$ cat config.mk
export PLATFORM = sky130hd
export DESIGN_NAME = serial_add_sub_ctrl
export DESIGN_NICKNAME = d
export VERILOG_FILES = /design/src/rtl/serial_add_sub_ctrl.sv
export SDC_FILE = /design/constraint.sdc
export NUM_CORES = 1
export LEC_CHECK = 0
export ABC_AREA = 1
export CAP_MARGIN = 25
export CORE_AREA = 2 2 59 74
export CTS_CLUSTER_DIAMETER = 120
export DETAILED_ROUTE_END_ITERATION = 8
export DIE_AREA = 0 0 61 76
export PLACE_DENSITY = 0.86
export SLEW_MARGIN = 20
export SYNTH_ARGS = -nofsm -noshare
export SYNTH_HDL_FRONTEND = slang
export SYNTH_SLANG_ARGS = --single-unit
export TNS_END_PERCENT = 10
$ cat constraint.sdc
create_clock -name clk -period 1.5 [get_ports clk]
set_input_delay 0.15 -clock clk [delete_from_list [all_inputs] [get_ports clk]]
set_output_delay 0.15 -clock clk [all_outputs]
set_load 0.05 [all_outputs]
$ cat src/rtl/serial_add_sub_ctrl.sv
// -----------------------------------------------------------------------------
// serial_add_sub_ctrl
//
// Bit-serial add/subtract sequencer that drives one shared, external
// full_adder cell. It latches two WIDTH-bit operands, then presents one bit
// pair per clock to the cell, LSB first. It registers the carry between bits
// and assembles the sum from the cell's sum output.
//
// Handshake: the requester raises `start` with `sub`, `a` and `b` valid. The
// block accepts the request on any rising edge where it is IDLE and `start`
// is high. While `busy` is high, `start` is ignored and nothing is queued.
// `done` pulses for one cycle, and `result`, `cout` and `ovf` are valid from
// that cycle. They hold until the next accepted request completes.
//
// Ports
//   clk, rst        clock (rising edge), asynchronous active-high reset
//   start, sub      request and operation select (0 = a+b, 1 = a-b)
//   a, b            operands, sampled on the accepting edge
//   busy            high in RUN and DONE
//   done            one-cycle completion pulse
//   result          WIDTH-bit sum/difference (modulo 2^WIDTH)
//   cout            final carry out (for subtract: 1 = no borrow)
//   ovf             signed two's-complement overflow
//   fa_a/fa_b/fa_ci bit operands and carry-in to the full_adder (0 outside RUN)
//   fa_s/fa_co      sum and carry-out from the full_adder
// -----------------------------------------------------------------------------
module serial_add_sub_ctrl #(
    parameter int WIDTH = 8
) (
    input  logic             clk,
    input  logic             rst,
    input  logic             start,
    input  logic             sub,
    input  logic [WIDTH-1:0] a,
    input  logic [WIDTH-1:0] b,
    output logic             busy,
    output logic             done,
    output logic [WIDTH-1:0] result,
    output logic             cout,
    output logic             ovf,
    output logic             fa_a,
    output logic             fa_b,
    output logic             fa_ci,
    input  logic             fa_s,
    input  logic             fa_co
);

    localparam int CW = $clog2(WIDTH + 1);
    localparam logic [CW-1:0] LAST_BIT = CW'(WIDTH - 1);

    typedef enum logic [1:0] {
        IDLE = 2'd0,
        RUN  = 2'd1,
        DONE = 2'd2
    } state_t;

    state_t state;
    state_t state_nxt;

    logic [WIDTH-1:0] a_sr;
    logic [WIDTH-1:0] b_sr;
    logic [WIDTH-1:0] sum_sr;
    logic             carry;
    logic [CW-1:0]    count;

    logic accept;
    logic last_bit;

    assign accept   = (state == IDLE) && start;
    assign last_bit = (state == RUN) && (count == LAST_BIT);

    // State register
    always_ff @(posedge clk or posedge rst) begin
        if (rst) begin
            state <= IDLE;
        end else begin
            state <= state_nxt;
        end
    end

    // Next-state logic
    always_comb begin
        state_nxt = state;
        case (state)
            IDLE:    if (start) state_nxt = RUN;
            RUN:     if (count == LAST_BIT) state_nxt = DONE;
            DONE:    state_nxt = IDLE;
            default: state_nxt = IDLE;
        endcase
    end

    // Output logic: the cell sees live bits only in RUN, zeros otherwise
    always_comb begin
        busy  = 1'b0;
        done  = 1'b0;
        fa_a  = 1'b0;
        fa_b  = 1'b0;
        fa_ci = 1'b0;
        case (state)
            RUN: begin
                busy  = 1'b1;
                fa_a  = a_sr[0];
                fa_b  = b_sr[0];
                fa_ci = carry;
            end
            DONE: begin
                busy = 1'b1;
                done = 1'b1;
            end
            default: ;
        endcase
    end

    // Datapath. A subtraction is a + ~b + 1: b is inverted on accept and the
    // initial carry is set to 1.
    always_ff @(posedge clk or posedge rst) begin
        if (rst) begin
            a_sr   <= '0;
            b_sr   <= '0;
            sum_sr <= '0;
            carry  <= 1'b0;
            count  <= '0;
            result <= '0;
            cout   <= 1'b0;
            ovf    <= 1'b0;
        end else if (accept) begin
            a_sr  <= a;
            b_sr  <= sub ? ~b : b;
            carry <= sub;
            count <= '0;
        end else if (state == RUN) begin
            a_sr   <= a_sr >> 1;
            b_sr   <= b_sr >> 1;
            sum_sr <= {fa_s, sum_sr[WIDTH-1:1]};
            carry  <= fa_co;
            count  <= count + 1'b1;
            if (last_bit) begin
                // The MSB comes straight from the cell, so the result does not
                // wait an extra cycle for the shift register.
                result <= {fa_s, sum_sr[WIDTH-1:1]};
                cout   <= fa_co;
                // Overflow: the carry into the MSB differs from the carry out.
                ovf    <= fa_co ^ carry;
            end
        end
    end

endmodule

==> implementation parameters <==
Parameter                              Value

Outcome
  Run status ... finished, violations left
  Violated checks ... negative setup slack

Worst setup path
  CP Class ... flip-flop to output pin
  Worst-path cell chain ... inv_2, ha_4, buf_8, nand2_4, inv_4, buf_12
  Path depth of the worst reg2reg path ... 7
  Total buffers and inverters traversed by the critical path ... 4
  Worst path arrival time ... 1.37 ns
  Critical Path Fanout Max ... 7
  Required @ worst endpoint ... 1.35 ns
  Endpoint type of the worst setup path ... output pin
  Critical path's top delay family ... buffers and inverters
  Total number of cells along the worst setup path ... 6
  Largest stage delay, worst path ... 0.39 ns
  Slowest stage cell on the critical path ... sky130_fd_sc_hd__dfrtp_1
  Startpoint Class ... flip-flop

Drt
  Count of vias placed by the detailed router ... 1706
  Routed wire length ... 4601 um
  Avg WL per Cell ... 13.65 um
  DRT iter0 DRCs ... 91
  Number of design rule violations left after detail routing ... 0
  Number of nets still failing antenna checks after routing ... 0
  Router iterations before antenna repair ... 4
  Via-per-instance ratio ... 5.062

Hold path
  Hold Crit Class ... input port to asynchronous set/reset pin

Global routing
  Initial antenna violation count ... 0
  Overall Global Routing Usage ... 0.1927
  Grt ovf ... 0
  First-pass GRT wire length ... 6665 um
  Largest net degree at the start of global routing ... 41
  Vias in the first global route ... 1549

Pwr
  Sequential fraction of design power ... 0.335
  Fraction of power consumed by the clock network ... 0.178
  Fraction of power spent switching nets ... 0.4203
  Cell internal power dissipation ... 3.162 mW
  Switching Power ... 2.293 mW
  Worst IR Drop VDD ... 1.240 mV
  Final Power ... 5.455 mW
  Total power divided by cell area ... 2076 nW/um2
  Comb pwr share ... 0.487
  Leak pwr ... 1.333 nW

STA
  Max Slew Vio Count ... 0
  Portion of the clock cycle consumed by the worst path in the final layout ... 1.014
  Post-Route Hold Slack ... 0.1930 ns
  Final count of negative-setup-slack endpoints ... 2
  Final Critical Period ... 1.521 ns
  Unrepaired setup endpoints after global routing ... yes
  Total count of hold-check failures in the final report ... 0
  Worst-margin pin slew ... 0.2377 ns
  Setup TNS Final ... -0.03421 ns
  Largest clock skew in the final design ... 0.008954 ns
  Highest clock frequency the design can meet ... 0.6576 GHz
  Final setup margin ... -0.02067 ns
  Relative slew slack ... 0.8411

Synthesis
  Seq/Total Area, Yosys ... 0.5165
  Number of register bits inferred by synthesis ... 40
  Post-Synthesis Net Count ... 261
  Syn Inst Count ... 233
  Post-Syn Area ... 1938 um2
  Number of distinct library cell variants in the gate-level netlist after synthesis ... 22
  Synth warnings ... 0
  Mean cell area of the mapped netlist ... 8.318 um2

Die
  Area of the core ... 4001 um2
  Die X-Extent ... 61 um
  Number of primary I/O pins ... 37
  Site row count ... 26
  Chip height ... 76 um
  Initial core utilization ... 0.4844
  Die area ... 4636 um2

Final layout
  Number of nets in the final layout ... 308
  Util after Layout ... 0.6567
  Fraction of final layout cells with drive strength greater than 1 ... 0.1922
  Antenna diode count ... 0
  Area added between synthesis and finish ... 35.57%
  Final standard cell area without fillers ... 2628 um2

Clock tree
  Clk Latency, worst-skew pair ... 0.30 ns
  Maximum buffer depth of the clock tree ... 2
  Number of H-tree levels ... 2
  Library cell used as clock root buffer ... sky130_fd_sc_hd__clkbuf_8
  TritonCTS clock tree ... built
  Hold buffer count at cts ... 0
  CTS Buf Count ... 5
  Clock-pin slew of the registers on the worst-case setup and hold paths ... 0.08 ns
  Clock sink count ... 40

Place
  Quantity of I/O buffers inserted on ports ... 36
  Routability-driven placement congestion ratio ... 0.7547
  Final HPWL from detailed placement ... 2678 um
  Area after detailed placement ... 2365 um2

Job
  Count of max-cap constraint violations ... 0
[power by group through the flow]
stage          logic [mW]  registers [mW]  clock network [mW]
2_1_floorplan        1.47            1.94                   0
3_3_place_gp         2.19            1.78                   0
3_5_place_dp         2.26            1.80                   0
4_1_cts              2.37            1.79               0.969
5_1_grt              2.87            1.87                1.02
6_report             2.66            1.83               0.971
[layout by cell type (no fill, tap or decap), drive strengths merged]
cell,n
nand2,100
dfrtp,40
nor2,26
buf,26
clkdlybuf4s50,21
nand3,18
o21ai,15
inv,14
clkbuf,7
ha,6
a21oi,4
mux2,1
xnor2,1
xor2,1
bufinv,1
[synth_stat cells (all sizes together)]
master / count / share of area
ha: 6 / 0.039
nor2: 24 / 0.059
mux2: 1 / 0.0058
a21oi: 4 / 0.010
nand2: 100 / 0.20
clkbuf: 1 / 0.0026
o21ai: 15 / 0.039
inv: 14 / 0.031
xor2: 1 / 0.0045
dfrtp: 40 / 0.52
xnor2: 1 / 0.0045
buf: 8 / 0.038
nand3: 18 / 0.049
[path summary, 6_finish.rpt]
path / from / slack, ns / end
worst max-delay path: state[1] / -0.02 / fa_b
worst min-delay path: rst / 0.19 / a_sr[3]
worst max register to register: state[0] / 0.02 / a_sr[6]
worst min register to register: b_sr[2] / 0.48 / b_sr[2]
max in group asynchronous: rst / 1.11 / sum_sr[5]
min in group clk: a[4] / 0.42 / a_sr[4]
[what timing repair did]
action                     in CTS  in global routing
resized for setup               5                 15
pin swaps                       0                  4
setup buffers                   3                  3
cloned                          0                  2
setup endpoints to repair       3                 32
[per-stage QoR]
step	setup WS [ns]	cells
after CTS	0.0004767	332
final	-0.02067	337
after global placement	0.1079	321
after detailed placement	0.06403	321
after floorplan	0.2024	233
after global routing	-0.05703	337
[final cells by class]
class	count	area, um2
timing repair buffer	47	488.0
clock buffer	7	96.34
sequential	40	1001
inverter	14	65.06
tap	56	70.07
multi-input combinational	172	877.1
clock inverter	1	30.03
fill	300	1374
[routing by layer]
layer / global-route usage / up-vias / wire, um
met5: 0 / - / 0
met2: 0.3118 / 63 / 2401
li1: - / 827 / -
met3: 0.05603 / 16 / 236
met1: 0.2201 / 800 / 1824
met4: 0.1065 / 0 / 138
[cell families after synthesis]
logic type / count (synthesis) / synth area share
flip-flops: 40 / 0.5165
AO/OA/AOI/OAI: 19 / 0.04906
adder cells (fa/ha/maj): 6 / 0.03873
XOR/XNOR: 2 / 0.009040
AND/OR/NAND/NOR: 142 / 0.3092
buffers and inverters: 23 / 0.07166
multiplexers: 1 / 0.005810
[registers in the layout, indices dropped and copies added (netlist names)]
register  count
carry         1
state         2
ovf           1
cout          1
count         4
result        8
sum_sr        7
a_sr          8
b_sr          8
[worst min-delay path: stages]
cell,delay (ns)
sky130_fd_sc_hd__clkdlybuf4s50_1,0.39
sky130_fd_sc_hd__inv_1,0.09
sky130_fd_sc_hd__buf_12,0.23
(Power assumes the default switching activity.)
